`config.mk`:
```
export PLATFORM = sky130hd
export DESIGN_NAME = shift_seq_n
export DESIGN_NICKNAME = d
export VERILOG_FILES = /design/src/rtl/shift_seq_n.sv
export SDC_FILE = /design/constraint.sdc
export NUM_CORES = 1
export LEC_CHECK = 0
export CAP_MARGIN = 25
export CORE_UTILIZATION = 48
export DETAILED_ROUTE_END_ITERATION = 7
export PLACE_DENSITY = 0.9
export SLEW_MARGIN = 10
export SYNTH_ARGS = -nofsm -noshare
export SYNTH_HDL_FRONTEND = slang
export SYNTH_SLANG_ARGS = --single-unit
```
`constraint.sdc`:
```
create_clock -name clk_i -period 1.85 [get_ports clk_i]
set_clock_uncertainty 0.1 [all_clocks]
set_input_delay 0.185 -clock clk_i [delete_from_list [all_inputs] [get_ports clk_i]]
set_output_delay 0.185 -clock clk_i [all_outputs]
set_load 0.1 [all_outputs]
```
`src/rtl/shift_seq_n.sv`:
```
// Parameterised shift register with an IDLE/SHIFT/DONE sequencer.
// It supports parallel load, single-step shifts and multi-step shift sequences.
module shift_seq_n #(
  parameter int WIDTH = 8,
  parameter int CW    = 4
) (
  input  logic             clk_i,
  input  logic             reset_n_i,
  input  logic             load_i,
  input  logic [WIDTH-1:0] d_i,
  input  logic             start_i,
  input  logic [CW-1:0]    count_i,
  input  logic [1:0]       mode_i,
  input  logic             shift_in_i,
  input  logic             shift_en_i,
  output logic [WIDTH-1:0] data_out_o,
  output logic             shift_out_o,
  output logic             busy_o,
  output logic             done_o
);

  typedef enum logic [1:0] {
    ST_IDLE  = 2'b00,
    ST_SHIFT = 2'b01,
    ST_DONE  = 2'b10
  } state_t;

  localparam logic [1:0]    MODE_LSR = 2'b00;
  localparam logic [1:0]    MODE_LSL = 2'b01;
  localparam logic [1:0]    MODE_ASR = 2'b10;
  localparam logic [1:0]    MODE_ROR = 2'b11;
  localparam logic [CW-1:0] CNT_ZERO = {CW{1'b0}};
  localparam logic [CW-1:0] CNT_ONE  = {{(CW-1){1'b0}}, 1'b1};

  state_t           state_q, state_d;
  logic [WIDTH-1:0] data_q, data_d;
  logic [CW-1:0]    remaining_q, remaining_d;
  logic [1:0]       mode_q, mode_d;
  logic             busy_q, done_q;
  logic [1:0]       active_mode_s;

  // One single-bit shift step in the selected mode.
  function automatic logic [WIDTH-1:0] shift_step(
    input logic [WIDTH-1:0] data,
    input logic [1:0]       mode,
    input logic             fill
  );
    logic [WIDTH-1:0] res;
    case (mode)
      MODE_LSR: res = {fill, data[WIDTH-1:1]};
      MODE_LSL: res = {data[WIDTH-2:0], fill};
      MODE_ASR: res = {data[WIDTH-1], data[WIDTH-1:1]};
      MODE_ROR: res = {data[0], data[WIDTH-1:1]};
      default:  res = data;
    endcase
    return res;
  endfunction

  // Sequencer next-state and datapath decode.
  always_comb begin
    state_d     = state_q;
    data_d      = data_q;
    remaining_d = remaining_q;
    mode_d      = mode_q;
    case (state_q)
      ST_IDLE: begin
        if (load_i) begin
          data_d = d_i;
        end else if (start_i) begin
          if (count_i != CNT_ZERO) begin
            mode_d      = mode_i;
            remaining_d = count_i;
            state_d     = ST_SHIFT;
          end else begin
            state_d = ST_DONE;
          end
        end else if (shift_en_i) begin
          data_d = shift_step(data_q, mode_i, shift_in_i);
        end else begin
          data_d = data_q;
        end
      end
      ST_SHIFT: begin
        data_d      = shift_step(data_q, mode_q, shift_in_i);
        remaining_d = remaining_q - CNT_ONE;
        if (remaining_q == CNT_ONE) begin
          state_d = ST_DONE;
        end else begin
          state_d = ST_SHIFT;
        end
      end
      ST_DONE: begin
        state_d = ST_IDLE;
      end
      default: begin
        state_d     = ST_IDLE;
        remaining_d = CNT_ZERO;
      end
    endcase
  end

  // State, datapath and registered status flags.
  always_ff @(posedge clk_i or negedge reset_n_i) begin
    if (!reset_n_i) begin
      state_q     <= ST_IDLE;
      data_q      <= {WIDTH{1'b0}};
      remaining_q <= CNT_ZERO;
      mode_q      <= MODE_LSR;
      busy_q      <= 1'b0;
      done_q      <= 1'b0;
    end else begin
      state_q     <= state_d;
      data_q      <= data_d;
      remaining_q <= remaining_d;
      mode_q      <= mode_d;
      busy_q      <= (state_d == ST_SHIFT);
      done_q      <= (state_d == ST_DONE);
    end
  end

  // Outgoing bit follows the latched mode only while a sequence runs.
  always_comb begin
    active_mode_s = (state_q == ST_SHIFT) ? mode_q : mode_i;
    if (active_mode_s == MODE_LSL) begin
      shift_out_o = data_q[WIDTH-1];
    end else begin
      shift_out_o = data_q[0];
    end
  end

  assign data_out_o = data_q;
  assign busy_o     = busy_q;
  assign done_o     = done_q;

endmodule

```
# After elaboration in Yosys (flattened, before gate mapping)
# Index checks and enable logic that the tools add are counted.
# word_totals
inputBits,20
wordCells,55
output_inout_bits,11
ff_bits,18
# classes
bitwise_logic,2
eq_ne,19
reduce_logical,9
addsub,1
n_mux,17
# op_table
op,count
8-bit one-hot mux with 4 select lines,2
8-bit two-way mux,3
8-bit one-hot mux with 2 select lines,1
2-bit equality test (second input constant),6
4-bit two-way mux,3
4-bit one-hot mux with 3 select lines,1
2-bit by 1-bit equality test with 1-bit output (second input constant),5
2-bit two-way mux,5
3-bit != test (second input constant),3
2-bit != test (second input constant),4
4-bit AND reduction,2
2-bit logical NOT,3
5-bit AND reduction,1
4-bit by 1-bit equality test with 1-bit output (second input constant),1
2-bit one-hot mux with 2 select lines,1
4-bit nonzero test,1
4-bit by 1-bit subtractor with 4-bit output (second input constant),1
3-bit AND reduction,1
1-bit inverter,2
2-bit nonzero test,1
1-bit two-way mux,1

# Logic depth before layout (Yosys ltp)
# Gate-level depths: netlist of run 1.
# logic_depth
ltp_word,6
mapped_depth,6
ltp_nobuf,5

# Worst setup path before layout of run 1
# Ideal clock, no wire load.
# synth_path
path_type,flip-flop to output port
start,reg data_q[0] (netlist: data_out_o[0])
end,out shift_out_o
t_arrival_ps,1808
path_slack_ps,-243
stages_incl_launch_ff,2
path_cell_list,dfrtp_1 mux2_1
# synth_via
elab_chain_cells,1
# synth_lines
element,line_no,rtl
start: declaration,36,"logic [WIDTH-1:0] data_q, data_d;"
start signal: assignment,106,data_q <= {WIDTH{1'b0}};
start signal: assignment,113,data_q <= data_d;
1-bit two-way mux,124,if (active_mode_s == MODE_LSL) begin
end: declaration,17,"output logic shift_out_o,"
# Every way passes these cells.

# Worst setup path after layout of run 1
# layout_path
start,reg state_q[0]
end,out shift_out_o
# layout_via
elab_chain_cells,4
# layout_lines
element,line_no,rtl
start: declaration,35,"state_t state_q, state_d;"
start signal: assignment,112,state_q <= state_d;
2-bit by 1-bit equality test with 1-bit output,123,active_mode_s = (state_q == ST_SHIFT) ? mode_q : mode_i;
2-bit two-way mux,123,
2-bit by 1-bit equality test with 1-bit output,124,
1-bit two-way mux,124,
# Every way passes these cells.

==> flow_metrics.tcl, run 1 <==
set metrics [dict create \
    status "finished, violations left" \
    violations "setup timing" \
    cp.arrival_ns 1.58 \
    area_delta_synth_final_pct 44.5 \
    drt_iter0_markers 37 \
    ys_seq_elements 18 \
    netlist.area_leader.share_pct 36.7 \
    relSlewSlack_pct 78.4 \
    startpoint_type "flip-flop" \
    yosysWarningCount 0 \
    htreeDepth 1 \
    grt_pass1_vias 1136 \
    viasPerCell 5.80 \
    clk_pin_slew_worst_paths_ns 0.12 \
    synth_fp_nets 149 \
    insertion_delay_ns 0.31 \
    use_met1_pct 35.0 \
    antenna_found_initial 0 \
    routedWlPerCell_um 16.4 \
    final_util_pct 76.5 \
    grt_max_degree 19 \
    die-area_mm2 0.00276 \
    diodes 0 \
    fillers 141 \
    cp.required_ns 1.56 \
    overflow 0 \
    synth.cell_area_mm2 0.00123 \
    dp_slack_ns -0.0393 \
    setup_tns_ns -0.0149 \
    vias 1137 \
    globalplace.congestion 0.889 \
    route.detailed.drc 0 \
    hold_viol_final 0 \
    postCtsHoldBufs 0 \
    ios 31 \
    drt_pre_antenna_iters 4 \
    rsz0062_at_grt "true" \
    rrSetupSlack_ns 0.24 \
    finalSetupViolCount 1 \
    ys_seq_area_share_pct 36.7 \
    placed_area_mm2 0.00171 \
    yosysUniqueCellTypes 33 \
    die_x_um 52.6 \
    fp.coreArea_mm2 0.00232 \
    slew_viol_final 0 \
    num_rows 17 \
    synthCells 127 \
    portBuffers 30 \
    worstMarginPinSlew_ns 0.321 \
    endpoint "shift_out_o" \
    fmax_ghz 0.536 \
    rr_startpoint "state_q[1]" \
    fin_ws_ns -0.0149 \
    top_usage_layer "met2" \
    clock_path_buffers 2 \
    hp-class "in2async" \
    drt-total-wl_um 3210 \
    cts_made_buffers 3 \
    met2_usage_pct 43.5 \
    synth_edf_count 0 \
    maxCapViolCount 0 \
    synth-main-ff-cell "dfrtp_1" \
    r2r_end "remaining_q[3]" \
    fin_area_mm2 0.00177 \
    cp-end-kind "output pin" \
    nets 191 \
    die_h_um 52.6 \
    dp_hpwl_um 2270 \
    avgSynthCellArea_um2 9.66 \
    yosys-top-cells-count "dfrtp_1 (18), mux2i_1 (17), o21ai_0 (12)" \
    critical_path.max_fanout 2 \
    yosys.cell_count.top_type "dfrtp_1" \
    crit_type "reg2out" \
    crit_start "state_q[0]" \
    root_buffer "clkbuf_4" \
    min_period_over_period_pct 101 \
    tritoncts "built" \
    cts.sinks 18 \
    drive_above_1_share_pct 26.8 \
    start_util_pct 52.9 \
    finalCriticalPeriod_ns 1.86 \
    worstRegToRegCells 4 \
    grt_usage_pct 27.3 \
    antenna_left 0 \
    synth.area.top_cells "dfrtp_1 (37%), mux2i_1 (14%), o22a_1 (5.0%)" \
    yosys.area.top_type "dfrtp_1" \
    async_flop_share_pct 100 \
    grt_first_pass_wirelength_um 5350 \
    use_met3_pct 6.67 \
]
-- layer usage --
metal	share of wire, %	vias to the layer above
met5	0	-
li1	-	549
met2	49	44
met3	5.6	6
met4	1.6	0
met1	44	538
-- how the worst min path moves through the flow --
stage / start / endpoint / slack (ns) / depth (start not counted)
after floorplan: reset_n_i / busy_o / -0.21 / 0
after global placement: reset_n_i / data_out_o[7] / 0.44 / 2
after detailed placement: reset_n_i / data_out_o[7] / 0.44 / 2
after CTS: reset_n_i / data_out_o[7] / 0.1 / 2
after global routing: reset_n_i / data_out_o[7] / 0.11 / 2
final: reset_n_i / data_out_o[7] / 0.09 / 2
-- per-stage QoR --
stage,instances,hold WS (ns)
finish,196,0.0851
global route,196,0.107
CTS,196,0.0997
detailed placement,191,0.438
global placement,191,0.437
floorplan,127,-0.211
-- cells in the final DEF (no fill, tap or decap), types with 2 or more instances in the layout --
master / netlist / layout
clkdlybuf4s50_1: 0 / 19
buf_4: 2 / 17
mux2i_1: 17 / 16
dfrtp_1: 18 / 16
o21ai_0: 12 / 12
nor2_1: 10 / 10
a21oi_1: 10 / 10
buf_12: 0 / 9
o22a_1: 7 / 7
o21ai_1: 5 / 5
inv_1: 4 / 4
nand2_1: 3 / 3
nor2b_1: 4 / 3
mux2_2: 3 / 3
clkbuf_4: 0 / 3
nand2b_1: 3 / 2
mux2_4: 1 / 2
nor3_1: 2 / 2
xor2_1: 2 / 2
nor3b_1: 2 / 2
ha_1: 2 / 2
dfrtp_2: 0 / 2
-- registers in the layout (all words and copies together), names as in the netlist --
signal	flops
busy_o	1
data_out_o	8
done_o	1
mode_q	2
remaining_q	4
state_q	2
-- timing repair --
item / CTS / global route
setup buffers: 1 / 0
setup endpoints to repair: 1 / 1
resized for setup: 2 / 2
-- layout make-up --
class | instances | area (µm²) | share of cell area, %
Clock buffer | 4 | 36.3 | 2.05
Inverter | 4 | 15.0 | 0.846
Multi-Input combinational cell | 97 | 737 | 41.5
Sequential cell | 18 | 453 | 25.5
Tap cell | 28 | 35.0 | 1.97
Timing Repair Buffer | 45 | 498 | 28.1
-- critical path: stages, from the launching register on --
cell and delay [ns]:
dfrtp_1 0.44, nand2b_4 0.10, mux2i_2 0.22, mux2_4 0.34, buf_12 0.17
-- kinds of logic after synthesis --
| group | share of synthesized area, % |
|---|---|
| AO/OA/AOI/OAI | 21.9 |
| AND/OR/NAND/NOR | 13.6 |
| buffers and inverters | 4.69 |
| multiplexers | 19.7 |
| adder cells (fa/ha/maj) | 2.04 |
| flip-flops | 36.7 |
| XOR/XNOR | 1.43 |
Power of run 1 is left out: the tool's default activity adds up to more than one toggle a clock period on the data nets, which glitch-free logic cannot reach.
==> run 2, diff against run 1 <==
Settings changed: GPL_ROUTABILITY_DRIVEN set to 0, TNS_END_PERCENT set to 100.
==> results of run 2 <==
Same layout as run 1: the final DEF is identical, and so are final timing and power.
Power of run 2 is left out for the same reason.
